[config.mk]
export PLATFORM = sky130hd
export DESIGN_NAME = axi_slave_wr_ch
export DESIGN_NICKNAME = d
export VERILOG_FILES = /design/src/rtl/axi_slave_wr_ch.sv
export SDC_FILE = /design/constraint.sdc
export NUM_CORES = 1
export LEC_CHECK = 0
export ABC_AREA = 1
export CAP_MARGIN = 0
export CELL_PAD_IN_SITES_DETAIL_PLACEMENT = 2
export CELL_PAD_IN_SITES_GLOBAL_PLACEMENT = 2
export CORE_MARGIN = 2
export CORE_UTILIZATION = 31
export DETAILED_ROUTE_END_ITERATION = 7
export PLACE_DENSITY = 0.91
export SYNTH_ARGS = -nofsm -noshare
export SYNTH_HDL_FRONTEND = slang
export SYNTH_SLANG_ARGS = --single-unit
[constraint.sdc]
create_clock -name clk -period 10.9 [get_ports clk]
set_input_delay 1.09 -clock clk [delete_from_list [all_inputs] [get_ports clk]]
set_output_delay 1.09 -clock clk [all_outputs]
set_load 0.1 [all_outputs]
[src/rtl/axi_slave_wr_ch.sv]
// AXI4 slave write-channel engine: accepts one AW/W burst at a time, expands
// FIXED/INCR/WRAP bursts into per-beat word writes on an SRAM-style port and
// returns the B response.
//
// state | meaning
// IDLE  | awready asserted, waiting for a write address
// DATA  | wready asserted, accepting beats and issuing memory writes
// RESP  | bvalid asserted, holding the response until bready
module axi_slave_wr_ch #(
   parameter int ID_W   = 8,
   parameter int ADDR_W = 16,
   parameter int DATA_W = 32
) (
   input  logic                  clk,
   input  logic                  rst,
   input  logic [ID_W-1:0]       s_axi_awid,
   input  logic [ADDR_W-1:0]     s_axi_awaddr,
   input  logic [7:0]            s_axi_awlen,
   input  logic [2:0]            s_axi_awsize,
   input  logic [1:0]            s_axi_awburst,
   input  logic                  s_axi_awlock,
   input  logic [3:0]            s_axi_awcache,
   input  logic [2:0]            s_axi_awprot,
   input  logic                  s_axi_awvalid,
   output logic                  s_axi_awready,
   input  logic [DATA_W-1:0]     s_axi_wdata,
   input  logic [DATA_W/8-1:0]   s_axi_wstrb,
   input  logic                  s_axi_wlast,
   input  logic                  s_axi_wvalid,
   output logic                  s_axi_wready,
   output logic [ID_W-1:0]       s_axi_bid,
   output logic [1:0]            s_axi_bresp,
   output logic                  s_axi_bvalid,
   input  logic                  s_axi_bready,
   output logic                  mem_we,
   output logic [ADDR_W-1:0]     mem_addr,
   output logic [DATA_W-1:0]     mem_wdata,
   output logic [DATA_W/8-1:0]   mem_wstrb
);

   localparam int STRB_W = DATA_W / 8;
   localparam int LSB_W  = $clog2(STRB_W);

   localparam logic [1:0] BURST_FIXED = 2'b00;
   localparam logic [1:0] BURST_INCR  = 2'b01;
   localparam logic [1:0] BURST_WRAP  = 2'b10;
   localparam logic [1:0] BURST_RSVD  = 2'b11;

   localparam logic [1:0] RESP_OKAY   = 2'b00;
   localparam logic [1:0] RESP_SLVERR = 2'b10;

   typedef enum logic [1:0] {
      IDLE,
      DATA,
      RESP
   } state_t;

   state_t              state_q;
   logic                awready_q;
   logic                wready_q;
   logic                bvalid_q;
   logic [1:0]          bresp_q;
   logic                mem_we_q;
   logic [ADDR_W-1:0]   mem_addr_q;
   logic [DATA_W-1:0]   mem_wdata_q;
   logic [STRB_W-1:0]   mem_wstrb_q;

   logic [ID_W-1:0]     id_q;
   logic [ADDR_W-1:0]   addr_q;
   logic [ADDR_W-1:0]   base_q;
   logic [7:0]          len_q;
   logic [2:0]          size_q;
   logic [1:0]          burst_q;
   logic [7:0]          cnt_q;
   logic                err_q;
   logic                ill_q;

   logic [ADDR_W-1:0]   step_d;
   logic [ADDR_W-1:0]   wrap_mask_d;
   logic [ADDR_W-1:0]   incr_d;
   logic [ADDR_W-1:0]   next_addr_d;
   logic [ADDR_W-1:0]   aw_mask_d;
   logic [ADDR_W-1:0]   aw_base_d;
   logic                aw_ill_d;
   logic                aw_hs;
   logic                w_hs;
   logic                b_hs;
   logic                final_beat;

   // Protection/cache/lock attributes carry no meaning for this memory.
   logic                unused_attr;
   assign unused_attr = ^{s_axi_awlock, s_axi_awcache, s_axi_awprot};

   assign aw_hs      = s_axi_awvalid & awready_q;
   assign w_hs       = s_axi_wvalid & wready_q;
   assign b_hs       = bvalid_q & s_axi_bready;
   assign final_beat = (cnt_q == len_q);

   // Wrap container geometry of the incoming request; base is the
   // container-aligned start address.
   assign aw_mask_d = ((ADDR_W'(s_axi_awlen) + ADDR_W'(1)) << s_axi_awsize) - ADDR_W'(1);
   assign aw_base_d = s_axi_awaddr & ~aw_mask_d;

   // Requests this memory cannot honour are still drained but never written.
   always_comb begin
      aw_ill_d = 1'b0;
      if (int'(s_axi_awsize) > LSB_W)
         aw_ill_d = 1'b1;
      if (s_axi_awburst == BURST_RSVD)
         aw_ill_d = 1'b1;
      if ((s_axi_awburst == BURST_WRAP) &&
          !((s_axi_awlen == 8'd1) || (s_axi_awlen == 8'd3) ||
            (s_axi_awlen == 8'd7) || (s_axi_awlen == 8'd15)))
         aw_ill_d = 1'b1;
   end

   assign step_d      = ADDR_W'(1) << size_q;
   assign wrap_mask_d = ((ADDR_W'(len_q) + ADDR_W'(1)) << size_q) - ADDR_W'(1);
   assign incr_d      = addr_q + step_d;

   // Beat address advance; all arithmetic wraps modulo the address width.
   always_comb begin
      next_addr_d = addr_q;
      case (burst_q)
         BURST_FIXED: next_addr_d = addr_q;
         BURST_INCR:  next_addr_d = incr_d;
         BURST_WRAP:  next_addr_d = base_q + ((incr_d - base_q) & wrap_mask_d);
         default:     next_addr_d = addr_q;
      endcase
   end

   // Channel FSM with registered handshake and memory-port outputs.
   always_ff @(posedge clk) begin
      if (!rst) begin
         state_q     <= IDLE;
         awready_q   <= 1'b0;
         wready_q    <= 1'b0;
         bvalid_q    <= 1'b0;
         bresp_q     <= RESP_OKAY;
         mem_we_q    <= 1'b0;
         mem_addr_q  <= '0;
         mem_wdata_q <= '0;
         mem_wstrb_q <= '0;
         id_q        <= '0;
         addr_q      <= '0;
         base_q      <= '0;
         len_q       <= '0;
         size_q      <= '0;
         burst_q     <= '0;
         cnt_q       <= '0;
         err_q       <= 1'b0;
         ill_q       <= 1'b0;
      end else begin
         mem_we_q <= 1'b0;
         case (state_q)
            IDLE: begin
               if (aw_hs) begin
                  id_q      <= s_axi_awid;
                  addr_q    <= s_axi_awaddr;
                  base_q    <= aw_base_d;
                  len_q     <= s_axi_awlen;
                  size_q    <= s_axi_awsize;
                  burst_q   <= s_axi_awburst;
                  cnt_q     <= '0;
                  err_q     <= aw_ill_d;
                  ill_q     <= aw_ill_d;
                  awready_q <= 1'b0;
                  wready_q  <= 1'b1;
                  state_q   <= DATA;
               end else begin
                  awready_q <= 1'b1;
               end
            end
            DATA: begin
               if (w_hs) begin
                  mem_we_q    <= ~ill_q;
                  mem_addr_q  <= addr_q & ~ADDR_W'(STRB_W - 1);
                  mem_wdata_q <= s_axi_wdata;
                  mem_wstrb_q <= s_axi_wstrb;
                  addr_q      <= next_addr_d;
                  cnt_q       <= cnt_q + 8'd1;
                  if (final_beat) begin
                     wready_q <= 1'b0;
                     bvalid_q <= 1'b1;
                     bresp_q  <= (err_q || !s_axi_wlast) ? RESP_SLVERR : RESP_OKAY;
                     state_q  <= RESP;
                  end else if (s_axi_wlast) begin
                     err_q <= 1'b1;
                  end
               end
            end
            RESP: begin
               if (b_hs) begin
                  bvalid_q  <= 1'b0;
                  awready_q <= 1'b1;
                  state_q   <= IDLE;
               end
            end
            default: state_q <= IDLE;
         endcase
      end
   end

   assign s_axi_awready = awready_q;
   assign s_axi_wready  = wready_q;
   assign s_axi_bvalid  = bvalid_q;
   assign s_axi_bid     = id_q;
   assign s_axi_bresp   = bresp_q;
   assign mem_we        = mem_we_q;
   assign mem_addr      = mem_addr_q;
   assign mem_wdata     = mem_wdata_q;
   assign mem_wstrb     = mem_wstrb_q;

endmodule

; Word level (Yosys, flattened, before mapping)
; Index checks and enable logic that the tools add are counted.
[totals]
inputBits = 87
romBits = 0
mem_count = 0
register_bits = 121
word_cells = 109
mem_bits_rw = 0
latch_bits = 0
output_inout_bits = 66
[classes]
mux = 32
n_lt_le_gt_ge = 1
mul = 0
shifts = 3
addsub = 8
bitwise_logic = 7
n_reduce_logical = 22
div = 0
eq_ne = 18
[ops]
columns = cell, n
row1 = 16-bit case mux with 2 select lines, 2
row2 = 16-bit adder, 2
row3 = 16-bit bitwise AND, 2
row4 = 16-bit two-way mux, 2
row5 = 9-bit by 3-bit << shifter with 16-bit output, 2
row6 = "16-bit by 1-bit subtractor with 16-bit output, second input constant", 2
row7 = "8-bit by 1-bit adder with 9-bit output, second input constant", 2
row8 = 8-bit two-way mux, 2
row9 = 16-bit inverter, 1
row10 = 8-bit case mux with 2 select lines, 1
row11 = 4-bit AND reduction, 4
row12 = "1-bit by 3-bit << shifter with 16-bit output, first input constant", 1
row13 = 16-bit subtractor, 1
row14 = 1-bit two-way mux, 15
row15 = "2-bit != test, second input constant", 6
row16 = 2-bit two-way mux, 5
row17 = 3-bit AND reduction, 3
row18 = "8-bit by 1-bit adder with 8-bit output, second input constant", 1
row19 = "2-bit == test, second input constant", 4
row20 = "8-bit by 1-bit == test with 1-bit output, second input constant", 1
row21 = "8-bit by 2-bit == test with 1-bit output, second input constant", 1
row22 = "8-bit by 3-bit == test with 1-bit output, second input constant", 1
row23 = "8-bit by 4-bit == test with 1-bit output, second input constant", 1
row24 = 8-bit == test, 1
row25 = other kinds (14), 28

; Logic depth before layout (Yosys ltp)
; Gate-level depths: netlist of run 1.
[logic_depth]
word_depth = 9
mapped_depth = 32
depth_no_buf = 30

; Worst setup path after synthesis of run 1
; No wires, ideal clock.
[synth_timing]
path_type = register -> register
startpoint = register size_q[0]
endpoint = register addr_q[14]
required_ps = 10778
stages_incl_launch_ff = 28
synth_period_minus_slack_ps = 4619
t_arrival_ps = 4497
slack_ps = 6281
setup_ps = 122
path_cell_list = dfxtp_1 > buf_6 > buf_2 > nor3_1 > ha_1 > fa_1 > a21oi_1 > o21ai_0 > xor2_1 > inv_1 > ha_1 > nand2_1 > nor4_1 > nor2_1 > o21ai_0 > a21oi_1 > o21a_1 > or2_2 > a21oi_1 > ha_1 > a21oi_1 > o31ai_1 > a21oi_1 > nand2_1 > a21oi_1 > o21ai_0 > o211ai_1 > a21oi_1
[synth_between]
elab_chain_len = 8
elab_cells_between_ends = 10
cone_classes = add/sub: 4 / shift: 2 / mux: 3 / bitwise: 1
[synth_rtl]
columns = item, line_no
row1 = from (decl), 72  ; logic [2:0] size_q;
row2 = from (signal assigned), 162  ; size_q <= s_axi_awsize;
row3 = 1-bit by 3-bit << shifter with 16-bit output, 117  ; assign step_d = ADDR_W'(1) << size_q;
row4 = 16-bit adder, 119  ; assign incr_d = addr_q + step_d;
row5 = 16-bit subtractor, 127  ; BURST_WRAP: next_addr_d = base_q + ((incr_d - base_q) & wrap_mask_d);
row6 = 16-bit bitwise AND, 127
row7 = 16-bit adder, 127
row8 = 16-bit case mux with 2 select lines (*), 124  ; case (burst_q)
row9 = 16-bit two-way mux (*), 175  ; if (w_hs) begin
row10 = 16-bit case mux with 2 select lines (*), 155  ; case (state_q)
row11 = to (signal assigned), 159  ; addr_q <= s_axi_awaddr;
row12 = to (signal assigned), 180  ; addr_q <= next_addr_d;
row13 = to (decl), 69  ; logic [ADDR_W-1:0] addr_q;
; Every way passes the cells marked *; elsewhere a longest branch is shown, timed or not. The select of a mux whose other input is x is not followed.
; A chain may end at the register's enable or synchronous reset.

; Worst setup path after layout of run 1
[layout_timing]
startpoint = register size_q[1]
endpoint = register addr_q[12]
; The elaborated chain is that of the path after synthesis.

==> metrics.cfg, run 1 <==
[status]
outcome=complete, no violations

[sta]
final-setup-viol-count=0
fin_crit_sh_pct=64.3
finalHoldViolations=0
max_slew.worst_pin.slew_ns=1.17
fin_crit_ns=7.01
fmax_mhz=143
grt_setup_unrepaired=no
timing_max_transition_violations_final=0
timing.setup.tns_ns=0
clock-skew-final_ns=0.00966
slew_headroom_pct=21.6

[place]
count_of_input_and_output_buffers=141
detailed_place.area_sq_um=10100
dp_hpwl_mm=28.1
finalWeightedCongestion=0.862

[cells_and_area]
drive_above_1_share_pct=7.84
area_delta_synth_final_pct=26.5
num_antenna_cells=0
num-nets-final=1513
nFillCells=3124
post-route-cell-area_sq_um=10700

[global_routing]
antenna_found_initial=0
grt_start_max_net_pins=69
grt_usage_pct=31.3
grt_first_pass_wirelength_mm=68.4
first_global_vias=11300
globalRouteOverflowTotal=0

[min_path]
worstHoldPathType=reg2reg
hold_path_end=mem_we$_SDFF_PN0_
worst_hold_startpoint=ill_q$_SDFFE_PN0P_
hold_path_depth=1

[cts]
tritoncts_clock_tree=built
clockRootBuffer=sky130_fd_sc_hd__clkbuf_16
ctsResizeCount=0
post_cts_setup_buffers=0
maximum_number_of_buffers_from_clock_root_to_sink=2
clock_sinks=120
cts.clk_slew.worst_paths_ns=0.06
insertion_delay_ns=0.45
cts_hold_buf=0
numCtsBuffers=17
cts-htree-levels=4

[logic_synthesis]
yosys.cell_count.top_type=sky130_fd_sc_hd__nand2_1
synth-edff-count=0
synth_area_leaders=sky130_fd_sc_hd__dfxtp_1 28%, sky130_fd_sc_hd__nand2_1 9.5%, sky130_fd_sc_hd__nor2_1 7.2%
post-synth-top-area-cell=sky130_fd_sc_hd__dfxtp_1
synth_warnings=0
avgSynthCellArea_sq_um=6.70
ys_async_sr_fraction_pct=0
synthesis.instances=1261
synth_seq_cells=120
synth_ff_type=sky130_fd_sc_hd__dfxtp_1
synth_common_cells=215 x sky130_fd_sc_hd__nand2_1, 162 x sky130_fd_sc_hd__nor2_1, 134 x sky130_fd_sc_hd__inv_1
synth_area_sq_um=8450
synth.top_cell.area_share_pct=28.4
synth.yosys.seq_area_share_pct=28.4
yosys.cell_types.count=56

[route]
ant_nets=0
post_drt_via_cell_ratio=5.78
first_pass_iters=5
drc_errors=0
routed_wire_length_per_instance_um=25.9
postRouteWirelength_mm=44.8
via_count=10000
drtIter0Drc=736

[worst_setup_path]
worstPathMaxFanout=19
critPathKind=reg2reg
category_of_the_worst_setup_path_launch_point=register
r2r_setup_slack_ns=3.89
worstPathArrival_ns=7.33
reg2reg_depth=27
worst_r2r_endpoint=addr_q[12]$_SDFFE_PN0P_
worstReg2RegStart=size_q[1]$_SDFFE_PN0P_
endpoint_kind=register
crit_required_ns=11.22

[floorplan]
ios=153
placement_rows=60
coreArea_sq_um=26900
die_x_um=169
die_y_um=169
die_outline_area_sq_um=28600
initial_core_util_pct=31.4

[power_and_ir_drop]
switching_power_uw=1100
seqPwrFrac_pct=24.7
power_density_nw_per_um2=212
power.share.switching_pct=48.7
power.static_leakage_uw=0.00464
ir_drop_mv=0.121
clkPwrFrac_pct=25.8
combinationalPowerShare_pct=49.5
internal-power_uw=1160

[run]
max-cap-violations=0

-- placed cells by master (no fill, tap or decap), types with 7 or more instances in the layout --
master	count
sky130_fd_sc_hd__nand2_1	215
sky130_fd_sc_hd__nor2_1	160
sky130_fd_sc_hd__clkdlybuf4s50_1	140
sky130_fd_sc_hd__inv_1	134
sky130_fd_sc_hd__dfxtp_1	120
sky130_fd_sc_hd__o21ai_0	104
sky130_fd_sc_hd__a21oi_1	88
sky130_fd_sc_hd__nand3_1	86
sky130_fd_sc_hd__ha_1	44
sky130_fd_sc_hd__xor2_1	34
sky130_fd_sc_hd__nor3_1	23
sky130_fd_sc_hd__nand4_1	17
sky130_fd_sc_hd__nand2_2	17
sky130_fd_sc_hd__o22ai_1	17
sky130_fd_sc_hd__clkbuf_16	17
sky130_fd_sc_hd__o211ai_1	12
sky130_fd_sc_hd__xnor2_1	10
sky130_fd_sc_hd__nor2_4	10
sky130_fd_sc_hd__nand3_2	10
sky130_fd_sc_hd__a31oi_1	9
sky130_fd_sc_hd__a22o_1	9
sky130_fd_sc_hd__o21ai_1	8
sky130_fd_sc_hd__inv_2	7
sky130_fd_sc_hd__o21ai_2	7
sky130_fd_sc_hd__o21bai_1	7
-- metrics by stage --
stage	std cells	hold WS (ns)	power (uW)	setup WS, ns	util, %
after floorplan	1263	0.396	1280	6.28	-
after global routing	1732	0.464	2360	3.38	39.8
after detailed placement	1701	0.415	1580	4.87	37.6
after global placement	1701	0.415	1520	5.13	37.6
final	1732	0.444	2270	3.89	39.8
after CTS	1732	0.450	2240	4.19	39.8
-- worst max-delay path: stages, from the launching register on --
cell                       delay, ns
sky130_fd_sc_hd__dfxtp_1        0.81
sky130_fd_sc_hd__inv_1          0.44
sky130_fd_sc_hd__nand2_1        0.23
sky130_fd_sc_hd__nor2_1         0.11
sky130_fd_sc_hd__fa_1           0.47
sky130_fd_sc_hd__a21oi_1        0.24
sky130_fd_sc_hd__o21ai_0        0.23
sky130_fd_sc_hd__xor2_1         0.27
sky130_fd_sc_hd__inv_1          0.14
sky130_fd_sc_hd__ha_1           0.43
sky130_fd_sc_hd__nand2_1        0.15
sky130_fd_sc_hd__nor4_1         0.27
sky130_fd_sc_hd__nor2_1         0.14
sky130_fd_sc_hd__xnor2_1        0.14
sky130_fd_sc_hd__a21boi_0       0.29
sky130_fd_sc_hd__ha_1           0.27
sky130_fd_sc_hd__nand2_1        0.13
sky130_fd_sc_hd__o21ai_0        0.69
sky130_fd_sc_hd__a21oi_1        0.27
sky130_fd_sc_hd__o21bai_1       0.39
sky130_fd_sc_hd__nand2_1        0.11
sky130_fd_sc_hd__nand2_1        0.12
sky130_fd_sc_hd__nand2_1        0.07
sky130_fd_sc_hd__nand2_1        0.07
sky130_fd_sc_hd__xor2_1         0.14
sky130_fd_sc_hd__nand2_1        0.07
sky130_fd_sc_hd__nand3_1        0.10
sky130_fd_sc_hd__a21oi_1        0.08
-- cells by family (layout without fill, tap and decap cells) --
| family | Yosys count | after routing | synth area share [%] |
|---|---|---|---|
| AND/OR/NAND/NOR | 570 | 570 | 30.9 |
| XOR/XNOR | 45 | 45 | 4.75 |
| adder cells (fa/ha/maj) | 47 | 47 | 7.23 |
| multiplexers | 1 | 1 | 0.118 |
| other | 1 | 3 | 0.0444 |
| AO/OA/AOI/OAI | 283 | 283 | 19.4 |
| flip-flops | 120 | 120 | 28.4 |
| buffers and inverters | 194 | 322 | 9.19 |
-- worst max-delay path by stage --
stage / start / endpoint / slack (ns) / cells after the start
2_1_floorplan: size_q[0]$_SDFFE_PN0P_ / addr_q[14]$_SDFFE_PN0P_ / 6.28 / 27
3_3_place_gp: size_q[1]$_SDFFE_PN0P_ / addr_q[14]$_SDFFE_PN0P_ / 5.13 / 26
3_5_place_dp: size_q[0]$_SDFFE_PN0P_ / addr_q[14]$_SDFFE_PN0P_ / 4.87 / 27
4_1_cts: size_q[1]$_SDFFE_PN0P_ / addr_q[12]$_SDFFE_PN0P_ / 4.19 / 27
5_1_grt: size_q[1]$_SDFFE_PN0P_ / addr_q[12]$_SDFFE_PN0P_ / 3.38 / 27
6_report: size_q[1]$_SDFFE_PN0P_ / addr_q[12]$_SDFFE_PN0P_ / 3.89 / 27
-- routing by layer --
metal  part of all wire [%]  track usage, %
met3                    5.5            6.36
met2                     51            56.9
met5                      0               0
met1                     38            33.5
met4                    5.7            18.7
-- power by group through the flow --
stage	logic, uW	registers [uW]	clock network (uW)
2_1_floorplan	632	648	0
3_3_place_gp	970	553	0
3_5_place_dp	1030	558	0
4_1_cts	1100	557	587
5_1_grt	1200	565	601
6_report	1120	560	586
-- area by class of cell --
cell class                      instances  area (sq um)  share of cell area, %
Clock inverter                         14           151                   1.42
Sequential cell                       120          2400                   22.5
Timing Repair Buffer                  147          1450                   13.6
Inverter                              144           541                   5.06
Tap cell                              341           427                   3.99
Multi-Input combinational cell        949          5290                   49.5
Clock buffer                           17           425                   3.98
-- flip-flops by register name (all words and copies together), names as in the netlist, 2 cells and up --
name	flops
mem_addr	14
mem_wstrb	4
s_axi_bid	8
burst_q	2
base_q	16
cnt_q	8
len_q	8
state_q	2
mem_wdata	32
addr_q	16
size_q	3
Note: power is estimated with default switching activity, not from simulation.
==> inputs of run 2 (changes only) <==
CORE_UTILIZATION = 26   (was 31)
PLACE_DENSITY = 0.82   (was 0.91)
clock period = 5.7 ns   (was 10.9 ns; I/O delays follow)
==> run 2 against run 1 <==
Core utilization down 6.1 points; clock power up 84%; largest power group unchanged; sequential power up 86%.
==> metrics.cfg, run 2 (synthesized netlist as in run 1, its figures left out) <==
[floorplan]
coreArea_sq_um=32300  ; +20%
die_outline_area_sq_um=34000  ; +19%
die_y_um=184  ; +9.0%
die_x_um=184  ; +9.0%
placement_rows=66  ; +10%
ios=153  ; unchanged
initial_core_util_pct=26.2  ; -5.3 points

[sta]
slew_headroom_pct=21.2  ; -0.47 points
final-setup-viol-count=0  ; unchanged
fin_crit_ns=5.16  ; -1.86 ns
fin_crit_sh_pct=90.5  ; +26 points
max_slew.worst_pin.slew_ns=1.18  ; +0.00704 ns
timing.setup.tns_ns=0  ; unchanged
fmax_mhz=194  ; +36%
finalHoldViolations=0  ; unchanged
timing_max_transition_violations_final=0  ; unchanged
clock-skew-final_ns=0.00730  ; -0.00236 ns
fin_worst_hold_slack_ns=0.424  ; -0.0206 ns
grt_setup_unrepaired=no

[cts]
numCtsBuffers=17  ; unchanged
insertion_delay_ns=0.43  ; -0.02 ns
post_cts_setup_buffers=0  ; unchanged
cts.clk_slew.worst_paths_ns=0.06  ; about the same
clockRootBuffer=sky130_fd_sc_hd__clkbuf_16
cts-htree-levels=4  ; unchanged
tritoncts_clock_tree=built
maximum_number_of_buffers_from_clock_root_to_sink=2  ; unchanged
clock_sinks=120  ; unchanged

[cells_and_area]
num-nets-final=1521  ; +0.53%
drive_above_1_share_pct=8.29  ; +0.45 points
area_delta_synth_final_pct=28.7
final_cell_count_no_fill=1842  ; +6.4%
layout_commonest_cell=sky130_fd_sc_hd__nand2_1
layout_common_cells=215 x sky130_fd_sc_hd__nand2_1, 160 x sky130_fd_sc_hd__nor2_1, 140 x sky130_fd_sc_hd__clkdlybuf4s50_1, 134 x sky130_fd_sc_hd__inv_1, 120 x sky130_fd_sc_hd__dfxtp_1
largest_register_ffs=32  ; unchanged
finish.utilization_pct=33.7  ; -6.1 points
num_antenna_cells=0  ; unchanged

[route]
post_drt_via_cell_ratio=4.98  ; -14%
routed_wire_length_per_instance_um=18.6  ; -28%
via_count=9178  ; -8.3%
first_pass_iters=5  ; unchanged
drtIter0Drc=373  ; -49%
postRouteWirelength_mm=34.2  ; -24%
drc_errors=0  ; unchanged
ant_nets=0  ; unchanged

[power_and_ir_drop]
total_power_uw=4120  ; +81%
power_density_nw_per_um2=378  ; +78%
ir_drop_mv=0.253  ; +110%
power.static_leakage_uw=0.00467  ; +0.60%

[place]
dpl.cell_count=1810  ; +6.4%
finalWeightedCongestion=0.837  ; -2.9%
count_of_input_and_output_buffers=141  ; unchanged
dp_hpwl_mm=26.5  ; -5.8%

[status]
outcome=complete, no violations

[global_routing]
globalRouteOverflowTotal=0  ; unchanged
first_global_vias=9958  ; -12%
grt_usage_pct=20.5  ; -11 points
grt_start_max_net_pins=69  ; unchanged
grt_first_pass_wirelength_mm=53.9  ; -21%
antenna_found_initial=0  ; unchanged

[worst_setup_path]
crit_required_ns=6.06  ; -5.16 ns
reg2reg_depth=25  ; -7.4%
critPathKind=reg2reg
worstPathArrival_ns=5.52  ; -1.81 ns
endpoint_kind=register
category_of_the_worst_setup_path_launch_point=register
worstPathMaxFanout=16  ; -3

[min_path]
worstHoldPathType=reg2reg
hold_path_depth=1  ; unchanged

[run]
max-cap-violations=0  ; unchanged

run 2: what timing repair did:
item                                    CTS  global route
endpoints found under the setup margin    0             3
hold buffers                              0             0
gates resized for setup                   0             2
endpoints found under the hold margin     0             0
run 2: path summary, 6_finish.rpt:
path | endpoint | from | slack (ns)
setup / recovery | addr_q[14]$_SDFFE_PN0P_ | size_q[0]$_SDFFE_PN0P_ | 0.54
hold / removal | mem_we$_SDFF_PN0_ | ill_q$_SDFFE_PN0P_ | 0.42
setup reg to reg | addr_q[14]$_SDFFE_PN0P_ | size_q[0]$_SDFFE_PN0P_ | 0.54
hold reg to reg | mem_we$_SDFF_PN0_ | ill_q$_SDFFE_PN0P_ | 0.42
run 2: stage by stage:
| step | instance area, sq um | setup slack, ns |
|---|---|---|
| 4_1_cts | 10900 | 0.287 |
| 6_report | 10900 | 0.542 |
| 5_1_grt | 10900 | 0.0478 |
| 2_1_floorplan | 8460 | 1.08 |
| 3_3_place_gp | 10300 | 0.702 |
| 3_5_place_dp | 10300 | 0.456 |
run 2: layer usage:
metal | track usage [%] | vias to the layer above | wire length [um]
met5 | 0 | - | 0
met4 | 7.78 | 0 | 1070
met3 | 2.90 | 51 | 851
met2 | 36.9 | 148 | 17400
met1 | 24.5 | 4551 | 14800
li1 | - | 4428 | -
run 2: worst max-delay path, cell delays in order (launching register included):
cell	delay, ns
sky130_fd_sc_hd__dfxtp_1	0.37
sky130_fd_sc_hd__buf_4	0.23
sky130_fd_sc_hd__nor3_1	0.48
sky130_fd_sc_hd__ha_1	0.37
sky130_fd_sc_hd__inv_1	0.12
sky130_fd_sc_hd__xor2_1	0.20
sky130_fd_sc_hd__inv_1	0.09
sky130_fd_sc_hd__ha_1	0.35
sky130_fd_sc_hd__a21oi_1	0.16
sky130_fd_sc_hd__o21ai_0	0.11
sky130_fd_sc_hd__nor2_1	0.20
sky130_fd_sc_hd__o21ai_0	0.16
sky130_fd_sc_hd__a21oi_1	0.23
sky130_fd_sc_hd__o21a_1	0.19
sky130_fd_sc_hd__o21ai_0	0.11
sky130_fd_sc_hd__or2_2	0.29
sky130_fd_sc_hd__a21oi_1	0.17
sky130_fd_sc_hd__ha_1	0.20
sky130_fd_sc_hd__inv_1	0.10
sky130_fd_sc_hd__nor3_1	0.29
sky130_fd_sc_hd__nand3_1	0.12
sky130_fd_sc_hd__nand2_1	0.09
sky130_fd_sc_hd__a21oi_1	0.06
sky130_fd_sc_hd__o21ai_0	0.10
sky130_fd_sc_hd__o211ai_1	0.13
sky130_fd_sc_hd__a21oi_1	0.17
run 2: layout make-up:
type	instances	area [sq um]
sequential	120	2400
clock buffer	21	450
timing repair buffer	155	1510
multi-input combinational	949	5290
inverter	144	541
tap	442	553
fill	3844	21400
clock inverter	11	124
run 2: power by group:
part	total [uW]	internal, uW	switching, uW
registers	1040	938	103
logic	2000	654	1340
clock network	1080	654	422
